**src/rtl/uart_tx_bps.sv**
```systemverilog
// Tick-paced UART transmitter: start bit, DATA_W data bits LSB first, optional parity,
// STOP_BITS stop periods. All bit timing comes from bps_tick; there is no internal divider.
module uart_tx_bps #(
  parameter int DATA_W     = 8,
  parameter int PARITY_EN  = 0,
  parameter int PARITY_ODD = 0,
  parameter int STOP_BITS  = 1
) (
  input  logic              clk,
  input  logic              rst_n,
  input  logic              bps_tick,
  input  logic [DATA_W-1:0] tx_data,
  input  logic              tx_valid,
  output logic              tx_ready,
  output logic              tx,
  output logic              busy,
  output logic              done,
  output logic [2:0]        dbg_state
);

  // Handshake: a word transfers on a clk edge where tx_valid and tx_ready are both high.
  // tx_ready is high only in IDLE; tx_data/tx_valid are ignored in every other state.

  localparam int IDX_W = (DATA_W > 1) ? $clog2(DATA_W) : 1;
  localparam logic [IDX_W-1:0] LAST_IDX = IDX_W'(DATA_W - 1);
  localparam logic STOP_LAST = (STOP_BITS == 2);
  localparam logic PAR_EN    = (PARITY_EN != 0);
  localparam logic PAR_ODD   = (PARITY_ODD != 0);

  typedef enum logic [2:0] {
    S_IDLE   = 3'd0,
    S_ARM    = 3'd1,
    S_START  = 3'd2,
    S_DATA   = 3'd3,
    S_PARITY = 3'd4,
    S_STOP   = 3'd5
  } state_e;

  state_e            state_q, state_d;
  logic [DATA_W-1:0] shift_q, shift_d;
  logic [IDX_W-1:0]  bit_idx_q, bit_idx_d;
  logic              stop_cnt_q, stop_cnt_d;
  logic              parity_q, parity_d;
  logic              tx_q, tx_d;
  logic              done_d;

  always_ff @(posedge clk or negedge rst_n) begin
    if (!rst_n) begin
      state_q    <= S_IDLE;
      shift_q    <= '0;
      bit_idx_q  <= '0;
      stop_cnt_q <= 1'b0;
      parity_q   <= 1'b0;
      tx_q       <= 1'b1;
    end else begin
      state_q    <= state_d;
      shift_q    <= shift_d;
      bit_idx_q  <= bit_idx_d;
      stop_cnt_q <= stop_cnt_d;
      parity_q   <= parity_d;
      tx_q       <= tx_d;
    end
  end

  always_comb begin
    state_d    = state_q;
    shift_d    = shift_q;
    bit_idx_d  = bit_idx_q;
    stop_cnt_d = stop_cnt_q;
    parity_d   = parity_q;
    tx_d       = tx_q;
    done_d     = 1'b0;

    unique case (state_q)
      S_IDLE: begin
        tx_d = 1'b1;
        if (tx_valid) begin
          shift_d  = tx_data;
          parity_d = PAR_ODD ? ~^tx_data : ^tx_data;
          state_d  = S_ARM;
        end
      end
      // A tick coinciding with the accept edge was seen in IDLE, so ARM always
      // waits for a later tick before driving the start bit.
      S_ARM: begin
        if (bps_tick) begin
          tx_d    = 1'b0;
          state_d = S_START;
        end
      end
      S_START: begin
        if (bps_tick) begin
          tx_d      = shift_q[0];
          shift_d   = shift_q >> 1;
          bit_idx_d = '0;
          state_d   = S_DATA;
        end
      end
      S_DATA: begin
        if (bps_tick) begin
          if (bit_idx_q == LAST_IDX) begin
            stop_cnt_d = 1'b0;
            if (PAR_EN) begin
              tx_d    = parity_q;
              state_d = S_PARITY;
            end else begin
              tx_d    = 1'b1;
              state_d = S_STOP;
            end
          end else begin
            tx_d      = shift_q[0];
            shift_d   = shift_q >> 1;
            bit_idx_d = bit_idx_q + 1'b1;
          end
        end
      end
      S_PARITY: begin
        if (bps_tick) begin
          tx_d       = 1'b1;
          stop_cnt_d = 1'b0;
          state_d    = S_STOP;
        end
      end
      S_STOP: begin
        if (bps_tick) begin
          if (stop_cnt_q == STOP_LAST) begin
            done_d  = 1'b1;
            state_d = S_IDLE;
          end else begin
            stop_cnt_d = 1'b1;
          end
        end
      end
      default: begin
        tx_d    = 1'b1;
        state_d = S_IDLE;
      end
    endcase
  end

  // done is combinational so tx_ready rises the cycle after the done pulse.
  assign done      = done_d;
  assign tx        = tx_q;
  assign tx_ready  = (state_q == S_IDLE);
  assign busy      = ~tx_ready;
  assign dbg_state = state_q;

endmodule

```
**config.mk**
```make
export PLATFORM = sky130hd
export DESIGN_NAME = uart_tx_bps
export DESIGN_NICKNAME = d
export VERILOG_FILES = /design/src/rtl/uart_tx_bps.sv
export SDC_FILE = /design/constraint.sdc
export NUM_CORES = 1
export LEC_CHECK = 0
export CAP_MARGIN = 20
export CORE_MARGIN = 5
export CORE_UTILIZATION = 35
export CTS_CLUSTER_DIAMETER = 80
export DETAILED_ROUTE_END_ITERATION = 10
export SLEW_MARGIN = 5
export SYNTH_ARGS = -nofsm -noshare
export SYNTH_HDL_FRONTEND = slang
export SYNTH_SLANG_ARGS = --single-unit
```
**constraint.sdc**
```tcl
create_clock -name clk -period 4.4 [get_ports clk]
set_clock_uncertainty 0.05 [all_clocks]
set_input_delay 0.66 -clock clk [delete_from_list [all_inputs] [get_ports clk]]
set_output_delay 0.66 -clock clk [all_outputs]
set_load 0.05 [all_outputs]
```
Word level (Yosys, flattened, before mapping):

Cells that the tools add are included.

* register bits: 16
* output and inout bits: 7

* add/subtract/negate cells: 1
* equal/unequal tests: 15
* muxes and demuxes: 32
* bitwise operators: 2
* reductions and logical operators: 9

Operators with widths (count)
* two-way mux 3 bit: 11
* two-way mux 8 bit: 4
* case mux 8 bit (3 select lines): 1
* != test 2 bit (second input constant): 9
* case mux 3 bit (6 select lines): 1
* AND reduction 5 bit: 3
* two-way mux 1 bit: 12
* equality test 3 bit (second input constant): 3
* AND reduction 8 bit: 1
* equality test 3 x 2 -> 1 bit (second input constant): 2
* case mux 3 bit (2 select lines): 1
* nonzero test 3 bit: 2
* case mux 1 bit (5 select lines): 1
* AND reduction 4 bit: 1
* adder 3 x 1 -> 3 bit (second input constant): 1
* equality test 3 x 1 -> 1 bit (second input constant): 1
* logical NOT 3 bit: 1
* case mux 1 bit (3 select lines): 1
* NOT 1 bit: 2
* nonzero test 2 bit: 1

Logic depth before layout (Yosys ltp):

Gate-level depths: netlist of run 1.

* depth after elaboration: 4
* gate-level depth with buffers: 6
* depth with buffers taken out: 5

Worst setup path before layout of run 1:

No wires, ideal clock.

* path kind: reg2out
* start: register state_q[2], in the netlist dbg_state[2]
* end: output port tx_ready
* arrival: 1797 ps
* required time: 3690 ps
* path slack: 1893 ps
* cell stages (with the launch flop): 4
* path buffers: 1
* path through: dfrtp_1 -> buf_6 -> or3_1 -> inv_1

* word-level cells in the longest chain between the ends: 1

Ends and longest elaborated chain
* start: declaration: RTL line 39 `state_e state_q, state_d;`
* start signal: assignment: RTL line 56 `state_q <= state_d;`
* logical NOT 3 bit
* end: declaration: RTL line 14 `output logic tx_ready,`

Every way passes these cells.

Worst setup path after layout of run 1:

* start: input port bps_tick
* end: output port done

* word-level cells in the longest chain between the ends: 2

Ends and longest elaborated chain
* start: declaration: RTL line 11 `input logic bps_tick,`
* two-way mux 1 bit: RTL line 125 `if (bps_tick) begin`
* two-way mux 1 bit: RTL line 74 `unique case (state_q)`
* end: declaration: RTL line 17 `output logic done,`

Every way passes these cells.

==> results of run 1 <==
sequential cells by signal (all words and copies together), names as in the netlist:
register	flops
dbg_state	3
bit_idx_q	3
tx	1
shift_q	8
cell usage after synthesis:
library cell / number / area share
a211oi_1: 15 / 0.12
dfrtp_1: 14 / 0.38
a21oi_1: 10 / 0.055
nor2b_1: 10 / 0.069
nand2_1: 5 / 0.021
buf_2: 4 / 0.022
inv_1: 4 / 0.016
nor2_1: 4 / 0.016
buf_4: 3 / 0.025
nand3_1: 3 / 0.016
a31o_1: 2 / 0.019
a31oi_1: 2 / 0.014
ha_1: 2 / 0.027
nor3_1: 2 / 0.011
o21ai_1: 2 / 0.011
a21boi_1: 1 / 0.0082
a221oi_1: 1 / 0.0096
a32o_1: 1 / 0.011
a41o_1: 1 / 0.011
and3b_1: 1 / 0.0096
buf_6: 1 / 0.012
clkbuf_1: 1 / 0.0041
dfstp_2: 1 / 0.029
nand2b_1: 1 / 0.0069
nand3b_1: 1 / 0.0082
nand4_1: 1 / 0.0069
nor4b_4: 1 / 0.026
o211a_1: 1 / 0.011
o2bb2ai_1: 1 / 0.0096
or3_1: 1 / 0.0069
metrics by stage:
stage               utilization  power, uW  std cells
finish                    0.443        686        140
global route              0.443        739        140
CTS                       0.443        691        140
detailed placement        0.433        608        136
global placement          0.433        605        136
floorplan                     -        536         97
cell type report:
type / count / share of cell area
Clock buffer: 4 / 0.0239
Inverter: 4 / 0.0137
Multi-Input combinational cell: 69 / 0.421
Sequential cell: 15 / 0.343
Tap cell: 30 / 0.0342
Timing Repair Buffer: 18 / 0.164
worst paths after layout:
kind | endpoint | slack, ns | depth (start not counted)
max | done | 1.32 | 4
min | bit_idx_q[0]$_DFFE_PN0P_ | 0.45 | 1
max reg2reg | shift_q[7]$_DFFE_PN0P_ | 2.45 | 3
min reg2reg | bit_idx_q[0]$_DFFE_PN0P_ | 0.45 | 1
max in group asynchronous | shift_q[5]$_DFFE_PN0P_ | 3.11 | 1
min in group asynchronous | dbg_state[2]$_DFFE_PN0P_ | 0.75 | 1
per-layer routing:
layer,up-vias,wire length (um)
met5,-,0
met4,0,12
met3,2,81
met2,11,919
met1,348,974
li1,386,-
cells by family (layout without fill, tap and decap cells):
| group | after synthesis | count (layout) | share of synthesized area |
|---|---|---|---|
| simple gates | 30 | 30 | 0.198 |
| flops | 15 | 15 | 0.413 |
| fa+ha+maj | 2 | 2 | 0.0274 |
| compound gates | 37 | 37 | 0.283 |
| buf+inv | 13 | 26 | 0.0796 |
report_power, final:
part           internal, uW  switching [uW]  total (uW)
combinational           143             174         317
clock                  35.1            44.6        79.7
sequential              201            87.7         289
==> qor.csv, run 1 <==
stage,metric,value,unit
worst_setup_path,required,3.69,ns
final_layout,drive_above_1_share,0.0455,
run_status,status,completed,
worst_hold_path,worstHoldStart,bit_idx_q[0]$_DFFE_PN0P_,
placement,port-buffer-count,18,
yosys,ys_ff_latch,15,
worst_setup_path,cp.buffers_inverters,2,
pwr,leakage,0.000426,uW
worst_hold_path,worstHoldPathType,flip-flop to flip-flop,
die,io_pins,19,
final_layout,multi_input_area,463,um^2
worst_setup_path,crit_fanout,13,
sta,worst_pin_slew,0.835,ns
routing,wl_per_cell,14.2,um
final_layout,regArea,377,um^2
clock_tree,insertion_delay,0.28,ns
worst_setup_path,end_kind,output port,
yosys,synth_nets,111,
clock_tree,path_clk_slew,0.09,ns
sta,rsz0062_at_grt,false,
grt,grt_overflow,0,
clock_tree,clockBufferDepth,2,
routing,route.vias.total,747,
clock_tree,clkSinkCount,15,
worst_setup_path,reg2reg_from,dbg_state[1]$_DFFE_PN0P_,
routing,drt_wl_total,1.99,mm
routing,ant_nets,0,
placement,dpl_worst_slack,1.32,ns
clock_tree,cts-root-buf,clkbuf_4,
die,die_area,0.00373,mm^2
worst_setup_path,crit_arrival,2.37,ns
clock_tree,cts_max_level,1,
grt,grt_util_met1,0.148,
worst_setup_path,startpoint,bps_tick,
placement,place_area,0.00107,mm^2
yosys,syn_avg_cell_area,9.40,um^2
clock_tree,ctsResizeCount,0,
grt,grtUsageTotal,0.114,
placement,gp_congestion,0.681,
sta,hold_viol,0,
sta,fin_crit,3.08,ns
sta,setup_viol,0,
die,initial_core_util,0.368,
die,fp.dieW,61.1,um
grt,grt_pass1_wl,3.17,mm
worst_setup_path,critical_path.max_stage_delay,0.80,ns
die,core-area,0.00248,mm^2
clock_tree,post_cts_buffers,0,
sta,holdWs,0.453,ns
final_layout,nFillCells,255,
grt,antenna_found_initial,0,
pwr,ir_drop,0.284,mV
yosys,synthCells,97,
clock_tree,tritoncts,built,
routing,first_pass_iters,4,
grt,first_global_vias,728,
grt,grt_use_met2,0.184,
routing,route.detailed.drc,0,
grt,gr-max-usage-layer,met2,
worst_setup_path,critical-path-top-delay-family,buffers and inverters,
routing,drt_iter0_drc,13,
clock_tree,cts_made_buffers,3,
final_layout,diodes,0,
grt,globalRouteMet3Util,0.0252,
final_layout,final_cell_mix,"18 x clkdlybuf4s50_1, 15 x a211oi_1, 14 x dfrtp_1",
yosys,yosysUniqueCellTypes,30,
worst_setup_path,cp_common_cell,clkdlybuf4s50_1,
clock_tree,cts_hold_buf,0,
pwr,powerDensity,624,mW/mm^2
sta,period_share,0.700,
worst_setup_path,crit_path_cell_trace,clkdlybuf4s50_1 > nand2_1 > nor2_1 > clkdlybuf4s50_1,
placement,place_hpwl,1.35,mm
worst_setup_path,cp_slowest_cell,clkdlybuf4s50_1,
sta,setup_tns,0,ns
routing,via_per_inst,5.34,
worst_setup_path,worst-setup-path-type,input port to output port,
sta,max_freq,325,MHz
final_layout,layout.nets,125,
yosys,synth_seq_area_share,0.413,
sta,slew_headroom,0.444,
job,maxCapViolCount,0,
final_layout,area_growth,20.4,%
sta,final_max_slew_viol_count,0,
worst_setup_path,cp-start-kind,input port,
final_layout,final_common_cell,clkdlybuf4s50_1,
die,die_h,61.1,um
final_layout,stdcell_area,0.00110,mm^2
yosys,netlist_area,912,um^2
grt,grt_max_degree,29,
die,fp-row-count,18,
yosys,ys_warn_count,0,
sta,setup_slack,1.32,ns
Power figures use the tool's default switching activity.
==> run 2: changes to the inputs <==
- clock period: 4.4 -> 3.11 ns (I/O delays scaled with it)
==> run 2 against run 1 <==
  * First-iteration DRC count fell by 7.7%
  * Critical path depth down 1
  * Power is 45% higher
  * Critical path type is now flip-flop to output port
  * Setup slack got worse by 0.81 ns
  * Utilization increased by 1.5 points
  * Clock power rose by 38%
  * Wire length increased by 2.6%
  * Via count rose by 3.9%
  * Sequential share of layout area shrank 1.1 points
  * Worst hold slack got worse by 0.0049 ns
  * Combinational power grew 73%
  * Non-clock buffer count grew 5
==> qor.csv, run 2 (synthesis gave the netlist of run 1 again) <==
stage,metric,value,unit,change
pwr,leakage,0.000449,uW,was 0.000426 uW
final_layout,regMostFlops,shift_q,,unchanged
clock_tree,insertion_delay,0.28,ns,about the same
grt,antenna_found_initial,0,,unchanged
clock_tree,cts_hold_buf,0,,unchanged
grt,grtUsageTotal,0.125,,was 0.114
worst_setup_path,crit_path_cell_trace,or3_1 > inv_1 > clkdlybuf4s50_1,,was clkdlybuf4s50_1 > nand2_1 > nor2_1 > clkdlybuf4s50_1
final_layout,diodes,0,,unchanged
sta,worst_pin_slew,0.688,ns,was 0.835 ns
placement,dp.cells,141,,was 136
final_layout,area_growth,24.6,%,was 20.4%
routing,route.detailed.drc,0,,unchanged
sta,setup_tns,0,ns,unchanged
clock_tree,ctsResizeCount,0,,unchanged
routing,drt_iter0_drc,12,,was 13
clock_tree,post_cts_buffers,0,,unchanged
worst_setup_path,crit_fanout,10,,was 13
sta,fin_crit,2.60,ns,
worst_setup_path,end_kind,output port,,unchanged
clock_tree,clkSinkCount,15,,unchanged
routing,first_pass_iters,4,,unchanged
final_layout,layout.nets,130,,was 125
grt,first_global_vias,765,,was 728
worst_hold_path,worstHoldPathType,flip-flop to flip-flop,,unchanged
clock_tree,clockBufferDepth,2,,unchanged
final_layout,final_common_cell,clkdlybuf4s50_1,,unchanged
final_layout,nFillCells,263,,was 255
clock_tree,cts-root-buf,clkbuf_4,,unchanged
worst_setup_path,critical-path-top-delay-family,buffers and inverters,,unchanged
placement,place_hpwl,1.48,mm,was 1.35 mm
sta,hold_viol,0,,unchanged
run_status,status,completed,,unchanged
sta,final_max_slew_viol_count,0,,unchanged
pwr,powerDensity,876,mW/mm^2,was 624 mW/mm^2
sta,setup_viol,0,,unchanged
sta,max_freq,385,MHz,
final_layout,stdcell_area,0.00114,mm^2,was 0.00110 mm^2
worst_setup_path,cp.buffers_inverters,2,,unchanged
die,core-area,0.00248,mm^2,unchanged
worst_setup_path,worst-setup-path-type,flip-flop to output port,,was input port to output port
sta,rsz0062_at_grt,false,,unchanged
die,initial_core_util,0.368,,unchanged
clock_tree,path_clk_slew,0.09,ns,about the same
sta,period_share,0.835,,
routing,via_per_inst,5.35,,was 5.34
routing,drt_wl_total,2.04,mm,was 1.99 mm
clock_tree,cts_made_buffers,3,,unchanged
placement,place_area,0.00111,mm^2,was 0.00107 mm^2
final_layout,final_cell_mix,"18 x clkdlybuf4s50_1, 15 x a211oi_1, 14 x dfrtp_1",,unchanged
final_layout,drive_above_1_share,0.0870,,was 0.0455
grt,grt_pass1_wl,3.44,mm,was 3.17 mm
placement,gp_congestion,0.758,,was 0.681
routing,route.vias.total,776,,was 747
clock_tree,cts_max_level,1,,unchanged
worst_setup_path,required,2.59,ns,was 3.69 ns
die,io_pins,19,,unchanged
routing,wl_per_cell,14.1,um,was 14.2 um
final_layout,largest_reg_flops,8,,unchanged
worst_setup_path,critical_path.max_stage_delay,0.80,ns,about the same
worst_setup_path,crit_arrival,2.08,ns,was 2.37 ns
routing,ant_nets,0,,unchanged
final_layout,layout.cells.non_filler,145,,was 140
worst_setup_path,cp_slowest_cell,clkdlybuf4s50_1,,unchanged
final_layout,post-route-util,0.459,,was 0.443
job,maxCapViolCount,0,,unchanged
worst_setup_path,cp-start-kind,flip-flop,,was input port
placement,port-buffer-count,18,,unchanged
clock_tree,tritoncts,built,,unchanged
die,fp.dieW,61.1,um,unchanged
die,fp-row-count,18,,unchanged
die,die_area,0.00373,mm^2,unchanged
grt,grt_overflow,0,,unchanged
pwr,ir_drop,0.451,mV,was 0.284 mV
grt,grt_max_degree,16,,was 29
sta,slew_headroom,0.540,,was 0.444
die,die_h,61.1,um,unchanged
## run 2: cell types whose count changed in the layout (fill, tap and decap cells not counted), sizes merged
cell  previous run  this run
buf              0         5
## run 2: worst paths after layout
| path | slack, ns | cells past startpoint | start | endpoint |
|---|---|---|---|---|
| max | 0.51 | 3 | dbg_state[2]$_DFFE_PN0P_ | tx_ready |
| min | 0.45 | 1 | bit_idx_q[0]$_DFFE_PN0P_ | bit_idx_q[0]$_DFFE_PN0P_ |
| max reg2reg | 1.22 | 5 | bit_idx_q[0]$_DFFE_PN0P_ | shift_q[2]$_DFFE_PN0P_ |
| min reg2reg | 0.45 | 1 | bit_idx_q[0]$_DFFE_PN0P_ | bit_idx_q[0]$_DFFE_PN0P_ |
| max in group asynchronous | 2.03 | 1 | rst_n | shift_q[7]$_DFFE_PN0P_ |
| min in group asynchronous | 0.55 | 1 | rst_n | bit_idx_q[2]$_DFFE_PN0P_ |
## run 2: per-layer routing
metal  routed length [um]  share of wire  GRT usage
met3                   85          0.042     0.0252
met2                  949           0.47      0.195
met5                    0              0          0
met4                   15         0.0074     0.0557
met1                  989           0.49      0.166
## run 2: metrics by stage
| stage | total power (uW) | setup slack (ns) | hold WS (ns) |
|---|---|---|---|
| 2_1_floorplan | 758 | 0.796 | 0.121 |
| 3_3_place_gp | 886 | 0.693 | 0.432 |
| 3_5_place_dp | 893 | 0.680 | 0.440 |
| 4_1_cts | 1010 | 0.487 | 0.453 |
| 5_1_grt | 1080 | 0.410 | 0.476 |
| 6_report | 996 | 0.513 | 0.448 |
## run 2: final cells by class
class,instances,area (um^2),share of cell area
Multi-Input combinational cell,69,463,0.407
Clock buffer,4,26.3,0.0231
Inverter,4,15.0,0.0132
Timing Repair Buffer,23,218,0.192
Tap cell,30,37.5,0.0330
Sequential cell,15,377,0.331
## run 2: where the power goes
group	switching [uW]	total [uW]	internal, uW
Clock	60.4	110	49.7
Combinational	322	549	227
Sequential	49.9	336	286
==> run 3: changes to the inputs <==
- clock period: 3.11 -> 2.5 ns (I/O delays scaled with it)
==> run 3 against run 2 <==
  * First-iteration DRC count rose by 17%
  * Setup slack worse by 0.094 ns
  * Critical path type unchanged
  * Critical endpoint is now tx
  * Power up 25%
  * Sequential power is 31% higher
  * Largest cell class unchanged
  * Largest power group unchanged
  * Cell area is the same
==> qor.csv, run 3 (synthesis gave the netlist of run 1 again) <==
stage,metric,value,unit,change
die,core-area,0.00248,mm^2,unchanged
worst_setup_path,worst-setup-path-type,flip-flop to output port,,unchanged
final_layout,stdcell_area,0.00114,mm^2,unchanged
worst_setup_path,reg2reg_to,shift_q[4]$_DFFE_PN0P_,,was shift_q[2]$_DFFE_PN0P_
sta,slew_headroom,0.523,,was 0.540
job,maxCapViolCount,0,,unchanged
worst_setup_path,crit_path_cell_trace,clkdlybuf4s50_1,,was or3_1 > inv_1 > clkdlybuf4s50_1
clock_tree,cts_hold_buf,0,,unchanged
worst_setup_path,startpoint,tx$_DFFE_PN1P_,,was dbg_state[2]$_DFFE_PN0P_
grt,grt_max_degree,18,,was 16
final_layout,layout.cells.non_filler,143,,was 145
clock_tree,cts_made_buffers,3,,unchanged
die,fp.dieW,61.1,um,unchanged
sta,max_freq,480,MHz,
sta,period_share,0.832,,
placement,place_area,0.00111,mm^2,unchanged
clock_tree,clkSinkCount,15,,unchanged
worst_hold_path,worstHoldPathType,flip-flop to flip-flop,,unchanged
sta,fin_crit,2.08,ns,
clock_tree,cts_max_level,1,,unchanged
worst_setup_path,reg2reg_from,bit_idx_q[0]$_DFFE_PN0P_,,unchanged
worst_setup_path,critical-path-top-delay-family,buffers and inverters,,unchanged
sta,rsz0062_at_grt,false,,unchanged
grt,grt_overflow,0,,unchanged
worst_setup_path,cp-start-kind,flip-flop,,unchanged
sta,worst_pin_slew,0.714,ns,was 0.688 ns
clock_tree,clockBufferDepth,2,,unchanged
die,initial_core_util,0.368,,unchanged
worst_setup_path,rrSetupSlack,0.62,ns,was 1.22 ns
routing,drt_wl_total,2.06,mm,was 2.04 mm
worst_setup_path,critical_path.max_stage_delay,0.80,ns,about the same
run_status,status,completed,,unchanged
final_layout,final_cell_mix,"15 x a211oi_1, 14 x dfrtp_1, 14 x clkdlybuf4s50_1",,"was 18 x clkdlybuf4s50_1, 15 x a211oi_1, 14 x dfrtp_1"
clock_tree,cts-root-buf,clkbuf_4,,unchanged
worst_setup_path,reg2reg_depth,5,,unchanged
placement,port-buffer-count,18,,unchanged
worst_setup_path,crit_arrival,1.66,ns,was 2.08 ns
routing,route.vias.total,772,,was 776
pwr,leakage,0.000450,uW,was 0.000449 uW
die,die_h,61.1,um,unchanged
final_layout,final_common_cell,a211oi_1,,was clkdlybuf4s50_1
die,die_area,0.00373,mm^2,unchanged
placement,place_hpwl,1.42,mm,was 1.48 mm
final_layout,largest_reg_flops,8,,unchanged
routing,via_per_inst,5.40,,was 5.35
sta,hold_viol,0,,unchanged
final_layout,area_growth,24.6,%,unchanged
clock_tree,post_cts_buffers,0,,unchanged
routing,wl_per_cell,14.4,um,was 14.1 um
worst_setup_path,cp_slowest_cell,clkdlybuf4s50_1,,unchanged
grt,grtUsageTotal,0.125,,about the same
routing,route.detailed.drc,0,,unchanged
grt,grt_pass1_wl,3.50,mm,was 3.44 mm
grt,first_global_vias,780,,was 765
clock_tree,insertion_delay,0.29,ns,was 0.28 ns
sta,setup_tns,0,ns,unchanged
clock_tree,ctsResizeCount,0,,unchanged
worst_setup_path,crit_path_end,tx,,was tx_ready
worst_setup_path,path_depth,1,,was 3
routing,first_pass_iters,2,,was 4
worst_setup_path,crit_fanout,4,,was 10
final_layout,regMostFlops,shift_q,,unchanged
routing,drt_iter0_drc,14,,was 12
placement,gp_congestion,0.682,,was 0.758
die,io_pins,19,,unchanged
clock_tree,path_clk_slew,0.09,ns,about the same
clock_tree,tritoncts,built,,unchanged
worst_setup_path,end_kind,output port,,unchanged
grt,antenna_found_initial,0,,unchanged
routing,ant_nets,0,,unchanged
final_layout,drive_above_1_share,0.106,,was 0.0870
pwr,ir_drop,0.709,mV,was 0.451 mV
pwr,powerDensity,1090,mW/mm^2,was 876 mW/mm^2
worst_setup_path,required,2.08,ns,was 2.59 ns
final_layout,layout.nets,128,,was 130
final_layout,diodes,0,,unchanged
placement,dp.cells,139,,was 141
die,fp-row-count,18,,unchanged
worst_setup_path,cp.buffers_inverters,1,,was 2
sta,setup_viol,0,,unchanged
sta,final_max_slew_viol_count,0,,unchanged
[run 3: metrics by stage]
step           utilization  hold slack [ns]  setup slack [ns]  total power [uW]
6_report             0.459            0.445             0.419              1240
5_1_grt              0.459            0.463             0.380              1350
4_1_cts              0.459            0.448             0.400              1260
2_1_floorplan            -           0.0294             0.278               943
3_5_place_dp         0.448            0.431             0.448              1100
3_3_place_gp         0.448            0.428             0.488              1100
[run 3: cell type report]
cell class	count	area (um^2)
timing repair buffer	21	218
fill	263	1340
inverter	4	15.0
clock buffer	4	26.3
tap	30	37.5
sequential	15	377
multi-input combinational	69	463
[run 3: worst min path at each step]
stage / from / to / slack, ns / cells past startpoint
finish: bit_idx_q[0]$_DFFE_PN0P_ / bit_idx_q[0]$_DFFE_PN0P_ / 0.45 / 1
global route: bit_idx_q[0]$_DFFE_PN0P_ / bit_idx_q[0]$_DFFE_PN0P_ / 0.46 / 1
CTS: bit_idx_q[0]$_DFFE_PN0P_ / bit_idx_q[0]$_DFFE_PN0P_ / 0.45 / 1
detailed placement: bit_idx_q[0]$_DFFE_PN0P_ / bit_idx_q[0]$_DFFE_PN0P_ / 0.43 / 1
global placement: bit_idx_q[0]$_DFFE_PN0P_ / bit_idx_q[0]$_DFFE_PN0P_ / 0.43 / 1
floorplan: rst_n / bit_idx_q[0]$_DFFE_PN0P_ / 0.03 / 0
[run 3: report_power, final]
| part | internal [uW] | switching (uW) | total [uW] |
|---|---|---|---|
| Sequential | 356 | 85.1 | 441 |
| Combinational | 273 | 387 | 659 |
| Clock | 62.0 | 77.6 | 140 |
| Total | 691 | 549 | 1240 |
[run 3: metal layers]
| metal | GRT usage | share of wire |
|---|---|---|
| met2 | 0.184 | 0.44 |
| met1 | 0.180 | 0.50 |
| met3 | 0.0377 | 0.053 |
| met5 | 0 | 0 |
| met4 | 0.0279 | 0.0073 |
==> RTL change 1 (config.mk and constraints of run 2) <==
`DATA_W`: 8 -> 32.
--- a/src/rtl/uart_tx_bps.sv
+++ b/src/rtl/uart_tx_bps.sv
@@ -3,3 +3,3 @@
 module uart_tx_bps #(
-  parameter int DATA_W     = 8,
+  parameter int DATA_W     = 32,
   parameter int PARITY_EN  = 0,
Ports: changed (resized tx_data); port bits go from 19 to 43. No check against the original RTL was run, so the function may have changed too.
==> RTL change 1 against run 2 <==
Worst setup slack lost 110 ps; routed wire length grew 93%; sequential cell count grew 26; final area grew 130%; sequential share of layout area grew 6.4 points; synthesized area grew 130%; highest routed layer unchanged; largest power group unchanged; total power grew 140%.
==> RTL change 1: results <==
# TYPE chip_impl_metric gauge
chip_impl_info{name="run_status",value="completed"} 1
chip_impl_info{name="hold_removal_path_class",value="input pin to async pin"} 1
chip_impl_metric{name="num-nets-final",unit=""} 272
chip_impl_metric{name="timing.max_slew.rel_slack",unit=""} 0.383
chip_impl_metric{name="crit_arrival",unit="ps"} 2190
chip_impl_metric{name="synth-async-reset-ratio",unit=""} 1.00
chip_impl_metric{name="globalplace.congestion",unit=""} 0.708
chip_impl_metric{name="synth_sequential_area_ratio",unit=""} 0.499
chip_impl_metric{name="syn_area_per_cell",unit="sq um"} 10.4
chip_impl_metric{name="clock_network_latency_to_the_later_pin_of_the_worst_skew_pair",unit="ps"} 280
chip_impl_metric{name="placement.io_buffers",unit=""} 42
chip_impl_metric{name="vias_per_cell",unit=""} 4.87
chip_impl_metric{name="dp_hpwl",unit="mm"} 2.70
chip_impl_metric{name="detailed_place.area",unit="sq um"} 2490
chip_impl_info{name="cts_root_buf",value="sky130_fd_sc_hd__clkbuf_8"} 1
chip_impl_info{name="synth_common_cells",value="40 x sky130_fd_sc_hd__dfrtp_1, 33 x sky130_fd_sc_hd__mux2i_1, 33 x sky130_fd_sc_hd__nand2_1"} 1
chip_impl_metric{name="max_ffs_per_register",unit=""} 32
chip_impl_metric{name="path_max_fanout",unit=""} 7
chip_impl_metric{name="track_usage",unit=""} 0.116
chip_impl_metric{name="cts_h_tree_depth",unit=""} 2
chip_impl_metric{name="grt_max_degree",unit=""} 42
chip_impl_info{name="synthTopCellsByArea",value="sky130_fd_sc_hd__dfrtp_1 49%, sky130_fd_sc_hd__mux2i_1 16%, sky130_fd_sc_hd__o21ai_1 7.8%, sky130_fd_sc_hd__nand2_1 6.0%, sky130_fd_sc_hd__a22o_1 3.0%"} 1
chip_impl_metric{name="postSynthNetCount",unit=""} 236
chip_impl_metric{name="global_route_wire_length_before_repair",unit="mm"} 7.00
chip_impl_metric{name="final_layout_size_suffix_gt1_frac",unit=""} 0.0726
chip_impl_metric{name="detail_route.wl_per_cell",unit="um"} 12.8
chip_impl_metric{name="finalWirelength",unit="mm"} 3.94
chip_impl_metric{name="clk_pin_slew_worst_paths",unit="ps"} 70
chip_impl_metric{name="cellLeakagePower",unit="nW"} 1.20
chip_impl_metric{name="dr.first_iter.drc_count",unit=""} 59
chip_impl_metric{name="place_worst_setup_slack",unit="ps"} 406
chip_impl_metric{name="crit_path_max_incr_delay",unit="ps"} 820
chip_impl_metric{name="first_global_vias",unit=""} 1554
chip_impl_metric{name="dp.cells",unit=""} 302
chip_impl_metric{name="cts_buffers",unit=""} 5
chip_impl_metric{name="power.ir.vdd_worst",unit="mV"} 0.341
==> RTL change 1: metal layers <==
metal | track usage | wire [um]
met2 | 0.196 | 1870
met4 | 0.0255 | 14
met5 | 0 | 0
met3 | 0.0295 | 210
met1 | 0.149 | 1850
==> RTL change 1: cell type report <==
type	count	area (sq um)
fill	586	3220
sequential	41	1030
multi-input combinational	139	915
timing repair buffer	45	450
tap	75	93.8
clock buffer	5	68.8
clock inverter	2	35.0
inverter	2	7.51
==> RTL change 1: power by group <==
| part | leakage (nW) | total [mW] | internal (mW) | switching [mW] |
|---|---|---|---|---|
| Sequential | 0.507 | 0.943 | 0.774 | 0.169 |
| Clock | 0.0540 | 0.407 | 0.233 | 0.174 |
| Combinational | 0.644 | 1.00 | 0.474 | 0.528 |
==> RTL change 1: path summary, 6_finish.rpt <==
kind | startpoint | to | slack, ps | cells after the start
worst min-delay path | rst_n | dbg_state[0] | 260 | 1
worst max-delay path | bps_tick | done | 410 | 4
worst min register to register | shift_q[31] | shift_q[31] | 440 | 2
worst max register to register | bit_idx_q[0] | shift_q[24] | 820 | 7
min in group clk | shift_q[31] | shift_q[31] | 440 | 2
max in group asynchronous | rst_n | shift_q[24] | 2160 | 1
==> RTL change 1: kinds of logic after synthesis <==
logic type / synth area share
AO/OA/AOI/OAI: 0.150
AND/OR/NAND/NOR: 0.113
flip-flops: 0.499
multiplexers: 0.166
buffers and inverters: 0.0602
adder cells (fa/ha/maj): 0.0122
==> RTL change 1: metrics by stage <==
stage	util	hold slack, ps
detailed placement	0.429	425
floorplan	-	121
CTS	0.447	304
global placement	0.429	416
finish	0.447	259
global route	0.447	351
==> RTL change 2 (settings of run 2) <==
Made on the original files. Register the output `dbg_state` once more, with the module's reset; this adds one clock of latency there. The other outputs are not delayed to match.
--- a/src/rtl/uart_tx_bps.sv
+++ b/src/rtl/uart_tx_bps.sv
@@ -145,3 +145,9 @@
   assign busy      = ~tx_ready;
-  assign dbg_state = state_q;
+  always_ff @(posedge clk or negedge rst_n) begin
+    if (!rst_n) begin
+      dbg_state <= '0;
+    end else begin
+      dbg_state <= state_q;
+    end
+  end
 
Function: changed (a bounded check fails within 4 cycles, from zero or initial values and one cycle with rst_n low).
==> RTL change 2 against run 2 <==
Synthesized area increased by 5.2%; critical path depth increased by 1; worst setup slack worse by 55 ps; sequential cell count is 3 higher; register-to-register slack improved by 210 ps; routed wire length is 3.0% lower; total power is 3.4% lower; final area up 2.3%.
==> RTL change 2: results <==
# TYPE chip_impl_metric gauge
chip_impl_metric{name="routed-via-count",unit=""} 741
chip_impl_metric{name="dp.cells",unit=""} 132
chip_impl_metric{name="power.ir.vdd_worst",unit="mV"} 0.457
chip_impl_metric{name="seq_area_frac",unit=""} 0.389
chip_impl_metric{name="final_layout_size_suffix_gt1_frac",unit=""} 0.0952
chip_impl_info{name="run_status",value="completed"} 1
chip_impl_info{name="synthTopCellsByArea",value="sky130_fd_sc_hd__dfrtp_1 44%, sky130_fd_sc_hd__mux2i_1 7.3%, sky130_fd_sc_hd__a31oi_1 5.9%, sky130_fd_sc_hd__a211oi_1 5.5%, sky130_fd_sc_hd__dfstp_2 2.7%"} 1
chip_impl_metric{name="power-per-cell-area",unit="nW/um^2"} 828
chip_impl_metric{name="clock_network_latency_to_the_later_pin_of_the_worst_skew_pair",unit="ps"} 300
chip_impl_metric{name="nonClockBufferCount",unit=""} 19
chip_impl_metric{name="clk_pin_slew_worst_paths",unit="ps"} 110
chip_impl_metric{name="crit_path_max_incr_delay",unit="ps"} 820
chip_impl_metric{name="clkCellAreaFrac",unit=""} 0.0312
chip_impl_metric{name="well_tap_count",unit=""} 31
chip_impl_metric{name="place_worst_setup_slack",unit="ps"} 795
chip_impl_info{name="timing.rr.end",value="shift_q[5]"} 1
chip_impl_metric{name="grt_max_degree",unit=""} 21
chip_impl_metric{name="whs",unit="ps"} 442
chip_impl_metric{name="detailed_place.area",unit="sq um"} 1130
chip_impl_metric{name="p_seq",unit="uW"} 388
chip_impl_metric{name="power_switching_share",unit=""} 0.395
chip_impl_metric{name="wl_met2",unit="um"} 878
chip_impl_metric{name="crit_arrival",unit="ps"} 2140
chip_impl_metric{name="dp_hpwl",unit="mm"} 1.35
chip_impl_info{name="synth_common_cells",value="17 x sky130_fd_sc_hd__dfrtp_1, 9 x sky130_fd_sc_hd__a31oi_1, 7 x sky130_fd_sc_hd__a211oi_1, 7 x sky130_fd_sc_hd__mux2i_1"} 1
chip_impl_metric{name="multi_input_cells",unit=""} 60
chip_impl_metric{name="power_frac_clock",unit=""} 0.152
chip_impl_metric{name="vias_per_cell",unit=""} 5.45
chip_impl_metric{name="met1_demand_to_capacity_share_in_global_routing",unit=""} 0.141
chip_impl_metric{name="route.layer.met1.wl",unit="um"} 946
chip_impl_metric{name="globalplace.congestion",unit=""} 0.757
chip_impl_metric{name="detailroute.wirelength.met3",unit="um"} 139
chip_impl_metric{name="num-nets-final",unit=""} 120
chip_impl_metric{name="multiInputGateArea",unit="sq um"} 435
==> RTL change 2: cells by family (layout without fill, tap and decap cells) <==
logic type               after synthesis  count (layout)  synth area share
multiplexers                           7               7            0.0730
AND/OR/NAND/NOR                       20              20             0.136
flip-flops                            18              18             0.471
adder cells (fa/ha/maj)                2               2            0.0261
buffers and inverters                 12              27            0.0756
AO/OA/AOI/OAI                         31              31             0.219
==> RTL change 2: how the worst max path moves through the flow <==
| stage | start | end | slack [ps] | cells after the start |
|---|---|---|---|---|
| 3_3_place_gp | bps_tick | done | 810 | 4 |
| 6_report | state_q[2] | tx_ready | 460 | 4 |
| 2_1_floorplan | bps_tick | done | 570 | 3 |
| 3_5_place_dp | bps_tick | done | 790 | 4 |
| 4_1_cts | state_q[2] | tx_ready | 440 | 4 |
| 5_1_grt | state_q[2] | tx_ready | 300 | 4 |
